**src/rtl/apb4_cmd_master.sv**
```systemverilog
// APB4 requester driven by a valid/ready command port.
// One transfer in flight; optional ACCESS-phase timeout abort.
module apb4_cmd_master #(
  parameter logic [7:0] TIMEOUT_CYCLES = 8'd64
) (
  input  logic        pclk,
  input  logic        presetn,
  input  logic        cmd_valid_i,
  output logic        cmd_ready_o,
  input  logic        cmd_write_i,
  input  logic [31:0] cmd_addr_i,
  input  logic [31:0] cmd_wdata_i,
  input  logic [3:0]  cmd_strb_i,
  input  logic [2:0]  cmd_prot_i,
  output logic        rsp_valid_o,
  input  logic        rsp_ready_i,
  output logic [31:0] rsp_rdata_o,
  output logic        rsp_err_o,
  output logic        rsp_timeout_o,
  output logic [31:0] paddr_o,
  output logic [2:0]  pprot_o,
  output logic        psel_o,
  output logic        penable_o,
  output logic        pwrite_o,
  output logic [31:0] pwdata_o,
  output logic [3:0]  pstrb_o,
  input  logic        pready_i,
  input  logic [31:0] prdata_i,
  input  logic        pslverr_i
);

  typedef enum logic [1:0] {
    IDLE,
    SETUP,
    ACCESS,
    RESP
  } state_e;

  localparam logic [7:0] TMO_LAST =
    TIMEOUT_CYCLES - 8'd1;

  state_e      state_q, state_d;
  logic [31:0] addr_q, addr_d;
  logic        write_q, write_d;
  logic [31:0] wdata_q, wdata_d;
  logic [3:0]  strb_q, strb_d;
  logic [2:0]  prot_q, prot_d;
  logic [31:0] rdata_q, rdata_d;
  logic        err_q, err_d;
  logic        tmo_q, tmo_d;
  logic [7:0]  cnt_q, cnt_d;
  logic        expire;

  assign expire = (TIMEOUT_CYCLES != 8'd0) &&
                  (cnt_q == TMO_LAST) &&
                  !pready_i;

  always_comb begin
    state_d = state_q;
    addr_d  = addr_q;
    write_d = write_q;
    wdata_d = wdata_q;
    strb_d  = strb_q;
    prot_d  = prot_q;
    rdata_d = rdata_q;
    err_d   = err_q;
    tmo_d   = tmo_q;
    cnt_d   = cnt_q;
    unique case (state_q)
      IDLE: begin
        if (cmd_valid_i) begin
          addr_d  = cmd_addr_i;
          write_d = cmd_write_i;
          // reads present zero data/strobes on the bus
          wdata_d = cmd_write_i ? cmd_wdata_i : 32'h0;
          strb_d  = cmd_write_i ? cmd_strb_i : 4'h0;
          prot_d  = cmd_prot_i;
          state_d = SETUP;
        end
      end
      SETUP: begin
        cnt_d   = 8'h00;
        state_d = ACCESS;
      end
      ACCESS: begin
        if (pready_i) begin
          rdata_d = write_q ? 32'h0 : prdata_i;
          err_d   = pslverr_i;
          tmo_d   = 1'b0;
          state_d = RESP;
        end else if (expire) begin
          rdata_d = 32'h0;
          err_d   = 1'b1;
          tmo_d   = 1'b1;
          state_d = RESP;
        end else if (cnt_q != 8'hFF) begin
          cnt_d = cnt_q + 8'd1;
        end
      end
      RESP: begin
        if (rsp_ready_i) state_d = IDLE;
      end
    endcase
  end

  always_ff @(posedge pclk or negedge presetn) begin
    if (!presetn) begin
      state_q <= IDLE;
      addr_q  <= 32'h0;
      write_q <= 1'b0;
      wdata_q <= 32'h0;
      strb_q  <= 4'h0;
      prot_q  <= 3'h0;
      rdata_q <= 32'h0;
      err_q   <= 1'b0;
      tmo_q   <= 1'b0;
      cnt_q   <= 8'h00;
    end else begin
      state_q <= state_d;
      addr_q  <= addr_d;
      write_q <= write_d;
      wdata_q <= wdata_d;
      strb_q  <= strb_d;
      prot_q  <= prot_d;
      rdata_q <= rdata_d;
      err_q   <= err_d;
      tmo_q   <= tmo_d;
      cnt_q   <= cnt_d;
    end
  end

  assign cmd_ready_o   = (state_q == IDLE);
  assign rsp_valid_o   = (state_q == RESP);
  assign rsp_rdata_o   = rdata_q;
  assign rsp_err_o     = err_q;
  assign rsp_timeout_o = tmo_q;
  assign psel_o        = (state_q == SETUP) ||
                         (state_q == ACCESS);
  assign penable_o     = (state_q == ACCESS);
  assign paddr_o       = addr_q;
  assign pprot_o       = prot_q;
  assign pwrite_o      = write_q;
  assign pwdata_o      = wdata_q;
  assign pstrb_o       = strb_q;

endmodule

```
**config.mk**
```make
export PLATFORM = sky130hd
export DESIGN_NAME = apb4_cmd_master
export DESIGN_NICKNAME = d
export VERILOG_FILES = /design/src/rtl/apb4_cmd_master.sv
export SDC_FILE = /design/constraint.sdc
export NUM_CORES = 1
export LEC_CHECK = 0
export BUFFER_PORTS_ARGS = -buffer_cell sky130_fd_sc_hd__buf_2
export CAP_MARGIN = 20
export CORE_MARGIN = 4
export CORE_UTILIZATION = 46
export DETAILED_ROUTE_END_ITERATION = 7
export GPL_ROUTABILITY_DRIVEN = 0
export GPL_TIMING_DRIVEN = 0
export PLACE_DENSITY_LB_ADDON = 0.3
export SETUP_SLACK_MARGIN = 0.5
export SLEW_MARGIN = 15
export SYNTH_ARGS = -nofsm -noshare
export SYNTH_HDL_FRONTEND = slang
export SYNTH_SLANG_ARGS = --single-unit
```
**constraint.sdc**
```tcl
create_clock -name pclk -period 2.15 [get_ports pclk]
set_input_delay 0.1075 -clock pclk [delete_from_list [all_inputs] [get_ports pclk]]
set_output_delay 0.1075 -clock pclk [all_outputs]
set_load 0.005 [all_outputs]
```
# Yosys cells after proc, flatten, opt, wreduce, memory -nomap -nowiden
# Index checks and enable logic that the tools add are counted.
# Widths: inputs -> output; s select.
# op_classes
add_sub_neg	1
eq_ne	11
muxes	17
reduce_logical	10
# op_table
cell	count
$mux 32	4
$mux 8	3
$pmux 8 s2	1
$add 8x1->8 const B	1
$eq 8x6->1 const B	1
$mux 2	4
$ne 8x8->1 const B	1
$pmux 2 s4	1
$ne 2x2->1 const B	3
$eq 2x2->1 const B	2
$mux 4	1
$ne 2x1->1 const B	2
$reduce_and 2->1	2
$reduce_and 4->1	1
$reduce_bool 2->1	2
$mux 1	3
$ne 3x1->1 const B	1
$reduce_and 3->1	1
$eq 2x1->1 const B	1
$logic_not 2->1	1
$logic_and 1x1->1	1
$logic_not 1->1	1
$logic_or 1x1->1	1
# word_totals
ff_bits	116
in_bits	110
output_inout_bits	110
word_cells	49

# Logic depth before layout (Yosys ltp)
# logic_depth
word_depth	5
ltp_mapped	7
mapped_depth_nobuf	6

# Worst setup path after synthesis
# OpenSTA, ideal clock, no wires.
# synth_path
path_kind	flip-flop to flip-flop
start	reg state_q[0]
end	reg addr_q[25], in the netlist paddr_o[25]
setup_time_ns	0.125
t_arrival_ns	1.531
required_ns	2.025
setup_slack_ns	0.495
stages_incl_launch_ff	6
n_path_buf	1
synth_period_minus_slack_ns	1.655
cell_sequence	dfrtp_1 > inv_1 > ha_1 > nand2_1 > clkbuf_1 > mux2_2
# synth_via
elab_chain_len	2
# synth_rtl
element	line	source
start, declared	42	state_e state_q, state_d;
start signal, assigned	119	state_q <= state_d;
$logic_not 2->1	--	
via cmd_ready_o	9	output logic cmd_ready_o,
$reduce_and 2->1 (no line)	--	
end signal, assigned	120	addr_q <= addr_d;
end, declared	43	logic [31:0] addr_q, addr_d;
# The timed path passes the listed nets, and every way through them passes these cells.
# A chain may end at the register's enable or synchronous reset.

# Worst setup path in the final report
# layout_path
start	reg cnt_q[1]
end	reg rdata_q[27], in the netlist rsp_rdata_o[27]
# layout_via
elab_chain_len	4
# layout_rtl
element	line	source
start, declared	51	logic [7:0] cnt_q, cnt_d;
start signal, assigned	128	cnt_q <= cnt_d;
$eq 8x6->1	55	(cnt_q == TMO_LAST) &&
$logic_and 1x1->1	55	
$reduce_bool 2->1 (no line)	--	
$reduce_and 2->1 (no line)	--	
end signal, assigned	125	rdata_q <= rdata_d;
end, declared	48	logic [31:0] rdata_q, rdata_d;
# No other way between the ends.

==> impl_metrics.ini <==
[job]
cap_violations = 0

[clock_tree]
clk_pin_slew_worst_paths_ns = 0.06
cts_buffers = 17
cts_root_buf = clkbuf_8
clockBufferDepth = 2
cts_tree = built
cts.sinks = 116
clock_latency_ns = 0.50
htreeDepth = 4

[logic_synthesis]
synthesis.nets = 489
netlist_instances = 373
synth_area_mm2 = 0.00457
ys_warn_count = 0
ys_seq_area_frac = 0.635
synth_area_leaders = dfrtp_1 63%, mux2_2 9.4%, nand2_1 6.5%
ys_seq_elements = 116
synth_top_cell_by_area = dfrtp_1
synth_top_area_frac = 0.635
synth_area_per_cell_um2 = 12.3
synth_cell_types = 31

[placement]
dpl_worst_slack_ns = 0.133
numPortBuffers = 218
dp_hpwl_mm = 8.78
place_inst = 725
dpl_cell_area_mm2 = 0.00587

[die]
rows = 36
die_area_mm2 = 0.0116
die_h_um = 108
start_util = 0.470
io_pins = 220
fp.dieW_um = 108
core_mm2 = 0.00973

[timing]
drv_slew = 0
max_freq_mhz = 609
rsz0062_at_grt = yes
setup_viol = 0
skew_ns = 0.00857
period_minus_slack_ns = 1.64
setup_ws_ns = 0.507
worstMarginPinSlew_ns = 0.504
slew_headroom = 0.664
timing.final.crit_share = 0.764
final_hold_viol_count = 0

[routing]
drt-initial-drc-count = 278
drtAntennaViolNets = 0
drt-wirelength-per-cell_um = 18.1
drt_wl_total_mm = 15.9
vias_per_cell = 5.07
drtPass1Iterations = 4
vias = 4444
drc = 0

[layout]
area_growth_pct = 70.2
finalNonFillerCells = 876
post-route-cell-area_mm2 = 0.00778
fill_cells = 579
antenna_cells = 0
finalNetCount = 846
layout-drive-gt1-share = 0.450

[critical_path]
cp_cell_sequence = ha_4 > nand3_4 > nor4_4 > buf_4 > o21ai_4 > buf_4 > a22o_1
crit_top_cell = buf_4
worstSetupStartpointType = flip-flop
end_kind = flip-flop
cp_slowest_cell = dfrtp_2
crit_path_max_fanout = 8
required_ns = 2.58
critPathKind = reg -> reg
crit_arrival_ns = 2.07
max_stage_delay_ns = 0.44

[power_and_ir_drop]
power.density_mw_per_mm2 = 1290
peakVddDrop_uv = 607
total_power_mw = 10.0
leakagePower_nw = 3.96

[grt]
grt_pass1_vias = 4830
grt_pass1_wl_mm = 24.2
antenna_found_initial = 0
grt_max_degree = 73
grt_overflow = 0
global_route.usage.total = 0.272

[outcome]
status = completed

[hold_path]
min_path_type = in -> reg
[worst max-delay path, delay by kind of cell (launching register included)]
kind            cells  cell delay, ns
fa+ha+maj           1            0.19
simple gates        2            0.14
flops               1            0.44
buf+inv             2            0.37
compound gates      2            0.44
[path summary, 6_finish.rpt]
| check | from | end | slack, ns | cells past startpoint |
|---|---|---|---|---|
| worst max-delay path | cnt_q[1]$_DFFE_PN0P_ | rsp_rdata_o[27]$_DFFE_PN0P_ | 0.51 | 7 |
| worst min-delay path | cmd_write_i | pwdata_o[19]$_DFFE_PN0P_ | 0.06 | 3 |
| worst max register to register | cnt_q[1]$_DFFE_PN0P_ | rsp_rdata_o[27]$_DFFE_PN0P_ | 0.51 | 7 |
| min in group asynchronous | presetn | paddr_o[14]$_DFFE_PN0P_ | 0.10 | 2 |
| max in group asynchronous | presetn | cnt_q[1]$_DFFE_PN0P_ | 1.34 | 3 |
| worst min register to register | pwdata_o[7]$_DFFE_PN0P_ | pwdata_o[7]$_DFFE_PN0P_ | 0.47 | 2 |
[cells by family (layout without fill, tap and decap cells)]
group	count (synthesis)	after routing	share of synthesized area
flops	116	116	0.635
simple gates	96	96	0.0878
compound gates	86	86	0.131
mux	40	40	0.0979
buf+inv	27	397	0.0287
fa+ha+maj	6	6	0.0164
xor+xnor	2	2	0.00383
[synth_stat cells]
library cell,n
a21oi_1,5
a22o_1,33
a311oi_1,2
a31oi_1,1
a32oi_1,1
a41oi_1,1
a41oi_2,1
and3_1,3
buf_1,1
buf_2,6
buf_6,3
clkbuf_1,12
dfrtp_1,116
ha_1,6
inv_1,5
mux2_2,38
mux2i_1,2
nand2_1,79
nand2b_1,2
nand3_2,1
nand4_1,1
nor2_1,4
nor2b_1,4
nor3_1,1
nor4_2,1
o21ai_0,37
o21ai_2,1
o21ba_2,1
o22ai_1,2
o32a_1,1
xnor2_1,2
[stage by stage]
step,utilization,hold slack (ns),TNS (ns)
floorplan,-,-0.188,0
global placement,0.600,0.339,-36.47
detailed placement,0.603,0.0614,0
CTS,0.787,0.00401,0
global route,0.800,0.0683,0
finish,0.800,0.0558,0
[layer usage]
metal	vias up	wire [um]	track usage
met2	240	8350	0.485
met4	0	527	0.117
li1	2027	-	-
met1	2128	5670	0.288
met3	49	1310	0.0960
met5	-	0	0
[timing repair]
action,4_1_cts,5_1_grt
gates cloned,0,3
hold buffers,106,0
gates resized for setup,15,27
setup buffers,6,4
pin swaps,0,4
endpoints found under the setup margin,104,89
hold endpoints to repair,221,0
[layout make-up]
cell class	instances	area (um2)	area share
multi-input combinational	230	1650	0.212
tap	133	166	0.0214
timing repair buffer	338	2280	0.293
clock inverter	13	181	0.0233
inverter	5	18.8	0.00241
clock buffer	19	442	0.0567
sequential	116	2910	0.373
buffer	22	139	0.0178
[power breakdown]
group          total [mW]  internal (mW)  switching (mW)  leakage, nW
clock                2.93           1.94           0.993        0.292
combinational        3.42           1.81            1.62         2.20
sequential           3.67           3.11           0.553         1.47
total                10.0           6.86            3.16         3.96
[registers in the layout, summed over array words and instances (netlist names)]
| register | flops |
|---|---|
| pstrb_o | 4 |
| cnt_q | 8 |
| paddr_o | 32 |
| state_q | 2 |
| rsp_err_o | 1 |
| pwrite_o | 1 |
| rsp_rdata_o | 32 |
| rsp_timeout_o | 1 |
| pprot_o | 3 |
| pwdata_o | 32 |
[cell usage in the layout, fill, tap and decap left out, types with 3 or more instances in the layout]
cell type and count:
a21oi_1 5, a22o_1 32, buf_2 217, buf_4 18, buf_6 4, bufinv_16 4
clkbuf_1 7, clkbuf_16 16, clkbuf_2 3, clkbuf_4 3, clkbuf_8 3, clkinv_2 3
clkinvlp_4 5, dfrtp_1 113, dfrtp_2 3, dlygate4sd3_1 106, ha_1 3, ha_4 3
inv_1 3, mux2_2 38, nand2_1 78, nor2_1 3, nor2b_1 4, o21ai_0 37
Note: power is estimated with default switching activity, not from simulation.
